## config.mk

```make
export PLATFORM = sky130hd
export DESIGN_NAME = multicycle_ctrl
export DESIGN_NICKNAME = d
export VERILOG_FILES = /design/src/rtl/ctrl_pkg.sv /design/src/rtl/ctrl_out_dec.sv /design/src/rtl/multicycle_ctrl.sv
export SDC_FILE = /design/constraint.sdc
export NUM_CORES = 1
export LEC_CHECK = 0
export BUFFER_PORTS_ARGS = -buffer_cell sky130_fd_sc_hd__buf_2
export CAP_MARGIN = 20
export CORE_MARGIN = 10
export CORE_UTILIZATION = 30
export CTS_CLUSTER_DIAMETER = 60
export DETAILED_ROUTE_END_ITERATION = 8
export SETUP_SLACK_MARGIN = 0.2
export SYNTH_ARGS = -nofsm -noshare
export SYNTH_HDL_FRONTEND = slang
export SYNTH_SLANG_ARGS = --single-unit
export TNS_END_PERCENT = 5
```

## constraint.sdc

```tcl
create_clock -name clk -period 1.8 [get_ports clk]
set_clock_uncertainty 0.1 [all_clocks]
set_input_delay 0.36 -clock clk [delete_from_list [all_inputs] [get_ports clk]]
set_output_delay 0.36 -clock clk [all_outputs]
set_load 0.005 [all_outputs]
```

## src/rtl/ctrl_pkg.sv

```systemverilog
// Shared types and constants for the multicycle control path: FSM state encoding,
// opcode values, datapath mux selects and the decoded control vector.
package ctrl_pkg;

  localparam logic [1:0] OP_DP   = 2'b00;
  localparam logic [1:0] OP_MEM  = 2'b01;
  localparam logic [1:0] OP_BR   = 2'b10;
  localparam logic [1:0] OP_HALT = 2'b11;

  localparam logic [1:0] SRCA_REG    = 2'b00;
  localparam logic [1:0] SRCA_PC     = 2'b01;
  localparam logic [1:0] SRCA_ALUOUT = 2'b10;

  localparam logic [1:0] SRCB_REG  = 2'b00;
  localparam logic [1:0] SRCB_IMM  = 2'b01;
  localparam logic [1:0] SRCB_FOUR = 2'b10;

  localparam logic [1:0] RES_ALUOUT = 2'b00;
  localparam logic [1:0] RES_RDATA  = 2'b01;
  localparam logic [1:0] RES_ALU    = 2'b10;

  typedef enum logic [3:0] {
    S_FETCH   = 4'd0,
    S_DECODE  = 4'd1,
    S_EXEC_R  = 4'd2,
    S_EXEC_I  = 4'd3,
    S_ALU_WB  = 4'd4,
    S_MEM_ADR = 4'd5,
    S_MEM_RD  = 4'd6,
    S_MEM_WB  = 4'd7,
    S_MEM_WR  = 4'd8,
    S_BRANCH  = 4'd9,
    S_HALT    = 4'd10
  } state_t;

  typedef struct packed {
    logic       ir_write;
    logic       pc_write;
    logic       adr_src;
    logic [1:0] alu_src_a;
    logic [1:0] alu_src_b;
    logic [1:0] result_src;
    logic       alu_op;
    logic       flag_update;
    logic       reg_w;
    logic       mem_w_raw;
    logic       pcs;
    logic       halted;
  } ctrl_out_t;

  // True in the last cycle of an instruction, i.e. when the next state is FETCH.
  function automatic logic is_retire(input state_t s, input logic mem_ready);
    logic r;
    case (s)
      S_ALU_WB, S_MEM_WB, S_BRANCH: r = 1'b1;
      S_MEM_WR:                     r = mem_ready;
      default:                      r = 1'b0;
    endcase
    return r;
  endfunction

endpackage

```

## src/rtl/ctrl_out_dec.sv

```systemverilog
// Purely combinational state-to-control-vector decoder. The fetch handshake
// enables are qualified by mem_ready in the parent.
module ctrl_out_dec
  import ctrl_pkg::*;
(
  input  state_t    i_state,
  input  logic      i_s_flag,
  output ctrl_out_t o_ctrl
);

  always_comb begin
    o_ctrl            = '0;
    o_ctrl.alu_src_a  = SRCA_PC;
    o_ctrl.alu_src_b  = SRCB_FOUR;
    o_ctrl.result_src = RES_ALU;
    case (i_state)
      S_FETCH: begin
        o_ctrl.ir_write = 1'b1;
        o_ctrl.pc_write = 1'b1;
      end
      S_DECODE: begin
        o_ctrl.alu_src_a = SRCA_PC;
        o_ctrl.alu_src_b = SRCB_FOUR;
      end
      S_EXEC_R: begin
        o_ctrl.alu_src_a   = SRCA_REG;
        o_ctrl.alu_src_b   = SRCB_REG;
        o_ctrl.alu_op      = 1'b1;
        o_ctrl.flag_update = i_s_flag;
      end
      S_EXEC_I: begin
        o_ctrl.alu_src_a   = SRCA_REG;
        o_ctrl.alu_src_b   = SRCB_IMM;
        o_ctrl.alu_op      = 1'b1;
        o_ctrl.flag_update = i_s_flag;
      end
      S_ALU_WB: begin
        o_ctrl.result_src = RES_ALUOUT;
        o_ctrl.reg_w      = 1'b1;
      end
      S_MEM_ADR: begin
        o_ctrl.alu_src_a = SRCA_REG;
        o_ctrl.alu_src_b = SRCB_IMM;
        o_ctrl.alu_op    = 1'b0;
      end
      S_MEM_RD: begin
        o_ctrl.adr_src = 1'b1;
      end
      S_MEM_WB: begin
        o_ctrl.result_src = RES_RDATA;
        o_ctrl.reg_w      = 1'b1;
      end
      S_MEM_WR: begin
        o_ctrl.adr_src   = 1'b1;
        o_ctrl.mem_w_raw = 1'b1;
      end
      S_BRANCH: begin
        o_ctrl.alu_src_a  = SRCA_ALUOUT;
        o_ctrl.alu_src_b  = SRCB_IMM;
        o_ctrl.result_src = RES_ALU;
        o_ctrl.pcs        = 1'b1;
      end
      S_HALT: begin
        o_ctrl.halted = 1'b1;
      end
      default: begin
        o_ctrl.halted = 1'b0;
      end
    endcase
  end

endmodule

```

## src/rtl/multicycle_ctrl.sv

```systemverilog
// Multicycle control FSM for the ASIP core (fetch/decode/execute/memory/writeback).
// Define MULTICYCLE_CTRL_PERF_EN to add cycle_cnt/instr_cnt performance counters.
module multicycle_ctrl
  import ctrl_pkg::*;
#(
  parameter int OP_W    = 2,
  parameter int FUNCT_W = 6
) (
  input  logic               clk,
  input  logic               reset,
  input  logic [OP_W-1:0]    op,
  input  logic [FUNCT_W-1:0] funct,
  input  logic               mem_ready,
  output logic               ir_write,
  output logic               pc_write,
  output logic               adr_src,
  output logic [1:0]         alu_src_a,
  output logic [1:0]         alu_src_b,
  output logic [1:0]         result_src,
  output logic               alu_op,
  output logic               flag_update,
  output logic               reg_w,
  output logic               mem_w_raw,
  output logic               pcs,
  output logic               halted
`ifdef MULTICYCLE_CTRL_PERF_EN
  ,
  output logic [31:0]        cycle_cnt,
  output logic [31:0]        instr_cnt
`endif
);

  state_t    r_state;
  state_t    w_next_state;
  logic      r_s_flag;
  logic      w_s_flag_next;
  ctrl_out_t w_ctrl;
  logic      w_unused_funct;

  assign w_unused_funct = ^funct[FUNCT_W-2:1];

  // State register; S bit is latched in DECODE so flag_update stays a pure state decode.
  always_ff @(posedge clk or posedge reset) begin
    if (reset) begin
      r_state  <= S_FETCH;
      r_s_flag <= 1'b0;
    end else begin
      r_state  <= w_next_state;
      r_s_flag <= w_s_flag_next;
    end
  end

  always_comb begin
    w_next_state  = S_FETCH;
    w_s_flag_next = r_s_flag;
    case (r_state)
      S_FETCH: begin
        if (mem_ready) w_next_state = S_DECODE;
        else           w_next_state = S_FETCH;
      end
      S_DECODE: begin
        w_s_flag_next = funct[0];
        case (op)
          OP_DP: begin
            if (funct[FUNCT_W-1]) w_next_state = S_EXEC_I;
            else                  w_next_state = S_EXEC_R;
          end
          OP_MEM:  w_next_state = S_MEM_ADR;
          OP_BR:   w_next_state = S_BRANCH;
          OP_HALT: w_next_state = S_HALT;
          default: w_next_state = S_FETCH;
        endcase
      end
      S_EXEC_R, S_EXEC_I: w_next_state = S_ALU_WB;
      S_ALU_WB:           w_next_state = S_FETCH;
      S_MEM_ADR: begin
        if (funct[0]) w_next_state = S_MEM_RD;
        else          w_next_state = S_MEM_WR;
      end
      S_MEM_RD: begin
        if (mem_ready) w_next_state = S_MEM_WB;
        else           w_next_state = S_MEM_RD;
      end
      S_MEM_WB: w_next_state = S_FETCH;
      S_MEM_WR: begin
        if (mem_ready) w_next_state = S_FETCH;
        else           w_next_state = S_MEM_WR;
      end
      S_BRANCH: w_next_state = S_FETCH;
      S_HALT:   w_next_state = S_HALT;
      default:  w_next_state = S_FETCH;
    endcase
  end

  ctrl_out_dec u_out_dec (
    .i_state  (r_state),
    .i_s_flag (r_s_flag),
    .o_ctrl   (w_ctrl)
  );

  // Fetch handshake is the only input-dependent term; forced low during reset.
  assign ir_write    = w_ctrl.ir_write & mem_ready & ~reset;
  assign pc_write    = w_ctrl.pc_write & mem_ready & ~reset;
  assign adr_src     = w_ctrl.adr_src;
  assign alu_src_a   = w_ctrl.alu_src_a;
  assign alu_src_b   = w_ctrl.alu_src_b;
  assign result_src  = w_ctrl.result_src;
  assign alu_op      = w_ctrl.alu_op;
  assign flag_update = w_ctrl.flag_update;
  assign reg_w       = w_ctrl.reg_w;
  assign mem_w_raw   = w_ctrl.mem_w_raw;
  assign pcs         = w_ctrl.pcs;
  assign halted      = w_ctrl.halted;

`ifdef MULTICYCLE_CTRL_PERF_EN
  logic [31:0] r_cycle_cnt;
  logic [31:0] r_instr_cnt;

  // Performance counters; both wrap naturally at 2^32.
  always_ff @(posedge clk or posedge reset) begin
    if (reset) begin
      r_cycle_cnt <= 32'd0;
      r_instr_cnt <= 32'd0;
    end else begin
      if (r_state != S_HALT) r_cycle_cnt <= r_cycle_cnt + 32'd1;
      else                   r_cycle_cnt <= r_cycle_cnt;
      if (is_retire(r_state, mem_ready)) r_instr_cnt <= r_instr_cnt + 32'd1;
      else                               r_instr_cnt <= r_instr_cnt;
    end
  end

  assign cycle_cnt = r_cycle_cnt;
  assign instr_cnt = r_instr_cnt;
`endif

endmodule
```

==> impl_metrics.ini, run 1 <==
[placed_design]
placed_cells = 110
port_buffers = 21
place_congestion = 0.776
pre_cts_slack_ns = 0.118
hpwlAfterDp_um = 1080

[floorplan]
dieHeight_um = 62.3
io_pins = 26
num_rows = 15
coreArea_um2 = 1710
die-area_um2 = 3880
initial_utilization = 0.314
die_w_um = 62.3

[global_route]
grt_pass1_wl_um = 2590
grt_max_degree = 11
overflow = 0
grt_pass1_vias = 566
grt_use_total = 0.0828
antenna_found_initial = 0

[routing]
first_pass_iters = 4
totalWireLength_um = 1600
vias_per_cell = 4.50
wl_met3_um = 70
antenna_left = 0
drt-met1-wl_um = 638
top_layer = met4
drcViolationCount = 0
dr_wl_met2_um = 880
wire_per_inst_um = 12.8
dr_total_vias = 563
dr.first_iter.drc_count = 8

[synthesis]
synthTopCellsByArea = dfrtp_1 23%, ha_1 9.3%, buf_4 5.6%, a21oi_1 4.7%, nor2b_1 4.7%
ys.flop_type = dfrtp_1
synth_cells = 66
synth_common_cells = 6 x nor2_1, 5 x a21oi_1, 5 x dfrtp_1, 5 x inv_1
ys_types = 32
ys_seq_area_frac = 0.233
synth-seq-cells = 5
synth_top_area_frac = 0.233
synth_area_leader_cell = dfrtp_1
synth-edff-count = 0
yosysMostFrequentCell = nor2_1
ys_async_sr_fraction = 1.00
syn-num-nets = 81
syn-mean-instance-area_um2 = 8.13
synth_area_um2 = 537
synth_warnings = 0

[setup_path]
critPathLaunchType = flop
end_kind = primary output
worstPathArrival_ns = 1.29
cp_max_fo = 6
crit_type = reg -> out
required_ns = 1.34

[sta]
worst_slew_pin_slew_ns = 0.285
setup_ws_ns = 0.0483
final_max_slew_viol_count = 0
finalHoldViolCount = 0
setup_viol = 0
period_share = 0.973
setup-tns-final_ns = 0
maxSlewHeadroom = 0.809
min_period_ns = 1.75
rsz0062_at_grt = true
clock.fmax_ghz = 0.571

[power_and_ir_drop]
power.density_nw_per_um2 = 1560
p_total_mw = 1.32
leakage_nw = 0.432
peakVddDrop_v = 0.000592

[clock_tree]
cts_tree = done
htree_levels = 1
clock_sinks = 5
insertion_delay_ns = 0.25
clock_path_buffers = 2
clk_pin_slew_ns = 0.05
numCtsBuffers = 3
root_buffer = clkbuf_4

[final_layout]
final_cells = 125
fin_nets = 116
diodes = 0
area_delta_synth_final_pct = 57.3
fill_cells = 163
drive_above_1_share = 0.580

[worst_hold_path]
min_path_type = in -> reg

[run_status]
status = complete, no violations

[flow_run]
max_cap_viol_count = 0
[cell families (layout without fill, tap and decap cells)]
logic type,after synthesis,count (layout),share of synthesized area
adders and majority gates,4,4,0.0932
DFF,5,5,0.233
and+or+nand+nor,27,27,0.289
AOI/OAI and AO/OA,14,14,0.168
muxes,4,4,0.0886
buffers and inverters,12,46,0.128
[registers in the layout, summed over array words and instances, names as in the netlist]
| register | flops |
|---|---|
| r_state | 4 |
| r_s_flag | 1 |
[what timing repair did]
item                                    in CTS  in global routing
endpoints found under the setup margin      15                 15
buffers inserted                             7                  3
gates resized for setup                     17                  8
hold buffers                                 1                  0
pin swaps                                    2                  4
endpoints found under the hold margin        5                  0
[cells in the final DEF (no fill, tap or decap), types with 3 or more instances in the layout]
cell / instances
nor2_1: 6
inv_1: 5
ha_1: 4
dfrtp_2: 3
clkbuf_4: 3
buf_2: 20
buf_4: 12
nor2b_2: 3
nor2b_4: 3
a21oi_1: 5
buf_6: 3
[power by group]
group          switching, mW  internal [mW]
logic                  0.418          0.518
clock network         0.0498         0.0841
registers             0.0777          0.170
total                  0.545          0.772
[through the flow]
stage	area, um2	hold slack (ns)	util
CTS	790	0.301	0.462
global route	845	0.297	0.495
global placement	657	0.170	0.385
detailed placement	657	0.185	0.385
finish	845	0.312	0.495
floorplan	537	0.0385	-
[critical path: stages, from the launching register on]
cell and delay (ns):
dfrtp_2 0.45, nor2b_4 0.15, o311a_1 0.32, buf_2 0.13
[area by class of cell]
| type | instances | area (um2) | share of cell area |
|---|---|---|---|
| repair buffers | 36 | 234 | 0.277 |
| clock buffers | 4 | 26.3 | 0.0311 |
| multi-input cells | 49 | 402 | 0.476 |
| flip-flops and latches | 5 | 129 | 0.153 |
| inverters | 6 | 22.5 | 0.0267 |
| well taps | 25 | 31.3 | 0.0370 |
[per-layer routing]
layer,GRT usage,up-vias
met5,0,-
met4,0.0251,0
met3,0.0430,2
met2,0.146,9
met1,0.0822,263
li1,-,289
[worst paths after layout]
kind                       cells past startpoint  slack, ns              endpoint            startpoint
setup reg to reg                               3       0.41  r_state[3]$_DFF_PP0_  r_state[2]$_DFF_PP0_
hold / removal                                 2       0.31  r_s_flag$_DFFE_PP0N_              funct[0]
max in group asynchronous                      3       0.91  r_state[1]$_DFF_PP0_                 reset
min in group asynchronous                      3       0.48  r_state[0]$_DFF_PP0_                 reset
setup / recovery                               3       0.05          alu_src_b[0]  r_state[3]$_DFF_PP0_
hold reg to reg                                1       0.43  r_s_flag$_DFFE_PP0N_  r_s_flag$_DFFE_PP0N_
Power figures use the tool's default switching activity.
==> inputs of run 2 (changes only) <==
--- a/config.mk
+++ b/config.mk
@@ -5,13 +5,15 @@
 export SDC_FILE = /design/constraint.sdc
 export NUM_CORES = 1
 export LEC_CHECK = 0
+export ABC_AREA = 0
 export BUFFER_PORTS_ARGS = -buffer_cell sky130_fd_sc_hd__buf_2
 export CAP_MARGIN = 20
 export CORE_MARGIN = 10
-export CORE_UTILIZATION = 30
+export CORE_UTILIZATION = 25
 export CTS_CLUSTER_DIAMETER = 60
 export DETAILED_ROUTE_END_ITERATION = 8
 export SETUP_SLACK_MARGIN = 0.2
+export SKIP_CTS_REPAIR_TIMING = 1
 export SYNTH_ARGS = -nofsm -noshare
 export SYNTH_HDL_FRONTEND = slang
 export SYNTH_SLANG_ARGS = --single-unit
==> run 2 against run 1 <==
Against the previous run:
- wire length is 8.0% lower
- combinational power is 20% lower
- design area is 11% lower
- sequential power is 8.1% higher
- non-clock buffer count is 7 lower
- register-to-register slack better by 0.07 ns
- clock-buffer cell count stayed put
- hold slack worse by 0.0073 ns
- power is 13% lower
- sequential share of layout area is 1.8 points higher
- sequential cell count stayed put
==> impl_metrics.ini, run 2 (synthesis results as in run 1) <==
[run_status]
status = complete, no violations

[clock_tree]
htree_levels = 1
root_buffer = clkbuf_4
clk_pin_slew_ns = 0.04
clock_sinks = 5
clock_path_buffers = 2
cts_tree = done
numCtsBuffers = 3
insertion_delay_ns = 0.24

[global_route]
overflow = 0
top_usage_layer = met2
grtUsageMet2 = 0.0945
grt_use_total = 0.0621
grt_pass1_vias = 505
use_met1 = 0.0650
antenna_found_initial = 0
use_met3 = 0.0237
grt_max_degree = 14
grt_pass1_wl_um = 2120

[routing]
dr.first_iter.drc_count = 7
drcViolationCount = 0
wire_per_inst_um = 12.3
dr_total_vias = 538
first_pass_iters = 2
antenna_left = 0
vias_per_cell = 4.48
totalWireLength_um = 1470

[sta]
final_max_slew_viol_count = 0
min_period_ns = 1.77
rsz0062_at_grt = true
clock.fmax_ghz = 0.564
finalHoldViolCount = 0
maxSlewHeadroom = 0.832
period_share = 0.984
hold_slack_ns = 0.305
worst_slew_pin_slew_ns = 0.252
setup_viol = 0

[final_layout]
largest_reg_flops = 4
final_cells = 120
seq_area_um2 = 129
fin_nets = 109
diodes = 0
regMostFlops = r_state
final_common_cell = buf_2
drive_above_1_share = 0.505
layout_common_cells = 21 x buf_2, 6 x nor2_1, 6 x buf_4
reg.largest.list = r_state (4), r_s_flag (1)
fill_cells = 224
fin_util = 0.378
multi_input_area_um2 = 373
area_delta_synth_final_pct = 40.8

[power_and_ir_drop]
peakVddDrop_v = 0.000595
leakage_nw = 0.394
clkPwrFrac = 0.111
p_total_mw = 1.15
power_frac_seq = 0.234
power.density_nw_per_um2 = 1520
p_sw_mw = 0.486
power_frac_comb = 0.656
internal_power_mw = 0.659
swShare = 0.425

[placed_design]
placed_cells = 111
place_congestion = 0.737
hpwlAfterDp_um = 1130
port_buffers = 21

[setup_path]
required_ns = 1.34
cp_num_buf_inv = 1
crit_type = reg -> out
cp_slowest_cell = dfrtp_2
path_delay_family = flip-flops
cp_max_fo = 7
critPathLaunchType = flop
end_kind = primary output
slowest_delay_ns = 0.46
reg2reg_slack_ns = 0.48
worstPathArrival_ns = 1.31
path_cells = nor2b_4 > o311a_1 > buf_2

[floorplan]
dieHeight_um = 66.3
die_w_um = 66.3
coreArea_um2 = 2000
die-area_um2 = 4400
num_rows = 16
io_pins = 26
initial_utilization = 0.268

[worst_hold_path]
min_path_type = in -> reg

[flow_run]
max_cap_viol_count = 0
==> run 2: layout make-up <==
class,count,area share
clock buffer,4,0.0348
inverter,6,0.0298
multi-input combinational,49,0.493
sequential,5,0.171
tap,27,0.0447
timing repair buffer,29,0.227
==> run 2: per-layer routing <==
layer	vias to the layer above	routed length, um
li1	276	-
met1	245	651
met2	15	663
met3	2	123
met4	0	31
met5	-	0
==> run 2: final timing paths <==
path | cells after the start | endpoint | startpoint
setup reg to reg | 4 | r_s_flag$_DFFE_PP0N_ | r_state[1]$_DFF_PP0_
max in group asynchronous | 3 | r_state[3]$_DFF_PP0_ | reset
hold reg to reg | 1 | r_s_flag$_DFFE_PP0N_ | r_s_flag$_DFFE_PP0N_
hold / removal | 2 | r_s_flag$_DFFE_PP0N_ | funct[0]
setup / recovery | 3 | alu_src_b[0] | r_state[1]$_DFF_PP0_
min in group asynchronous | 3 | r_state[0]$_DFF_PP0_ | reset
==> run 2: power by group through the flow <==
stage / clock network (mW) / registers (mW) / logic (mW)
6_report: 0.127 / 0.268 / 0.751
5_1_grt: 0.141 / 0.279 / 0.829
4_1_cts: 0.133 / 0.258 / 0.615
3_5_place_dp: 0 / 0.257 / 0.614
3_3_place_gp: 0 / 0.256 / 0.604
2_1_floorplan: 0 / 0.197 / 0.503
==> run 2: through the flow <==
stage / worst slack [ns] / TNS (ns) / area (um2)
after floorplan: 0.280 / 0 / 537
after global placement: 0.204 / 0 / 652
after detailed placement: 0.191 / 0 / 652
after CTS: -0.0780 / -0.297 / 678
after global routing: -0.0213 / -0.0457 / 756
final: 0.0280 / 0 / 756
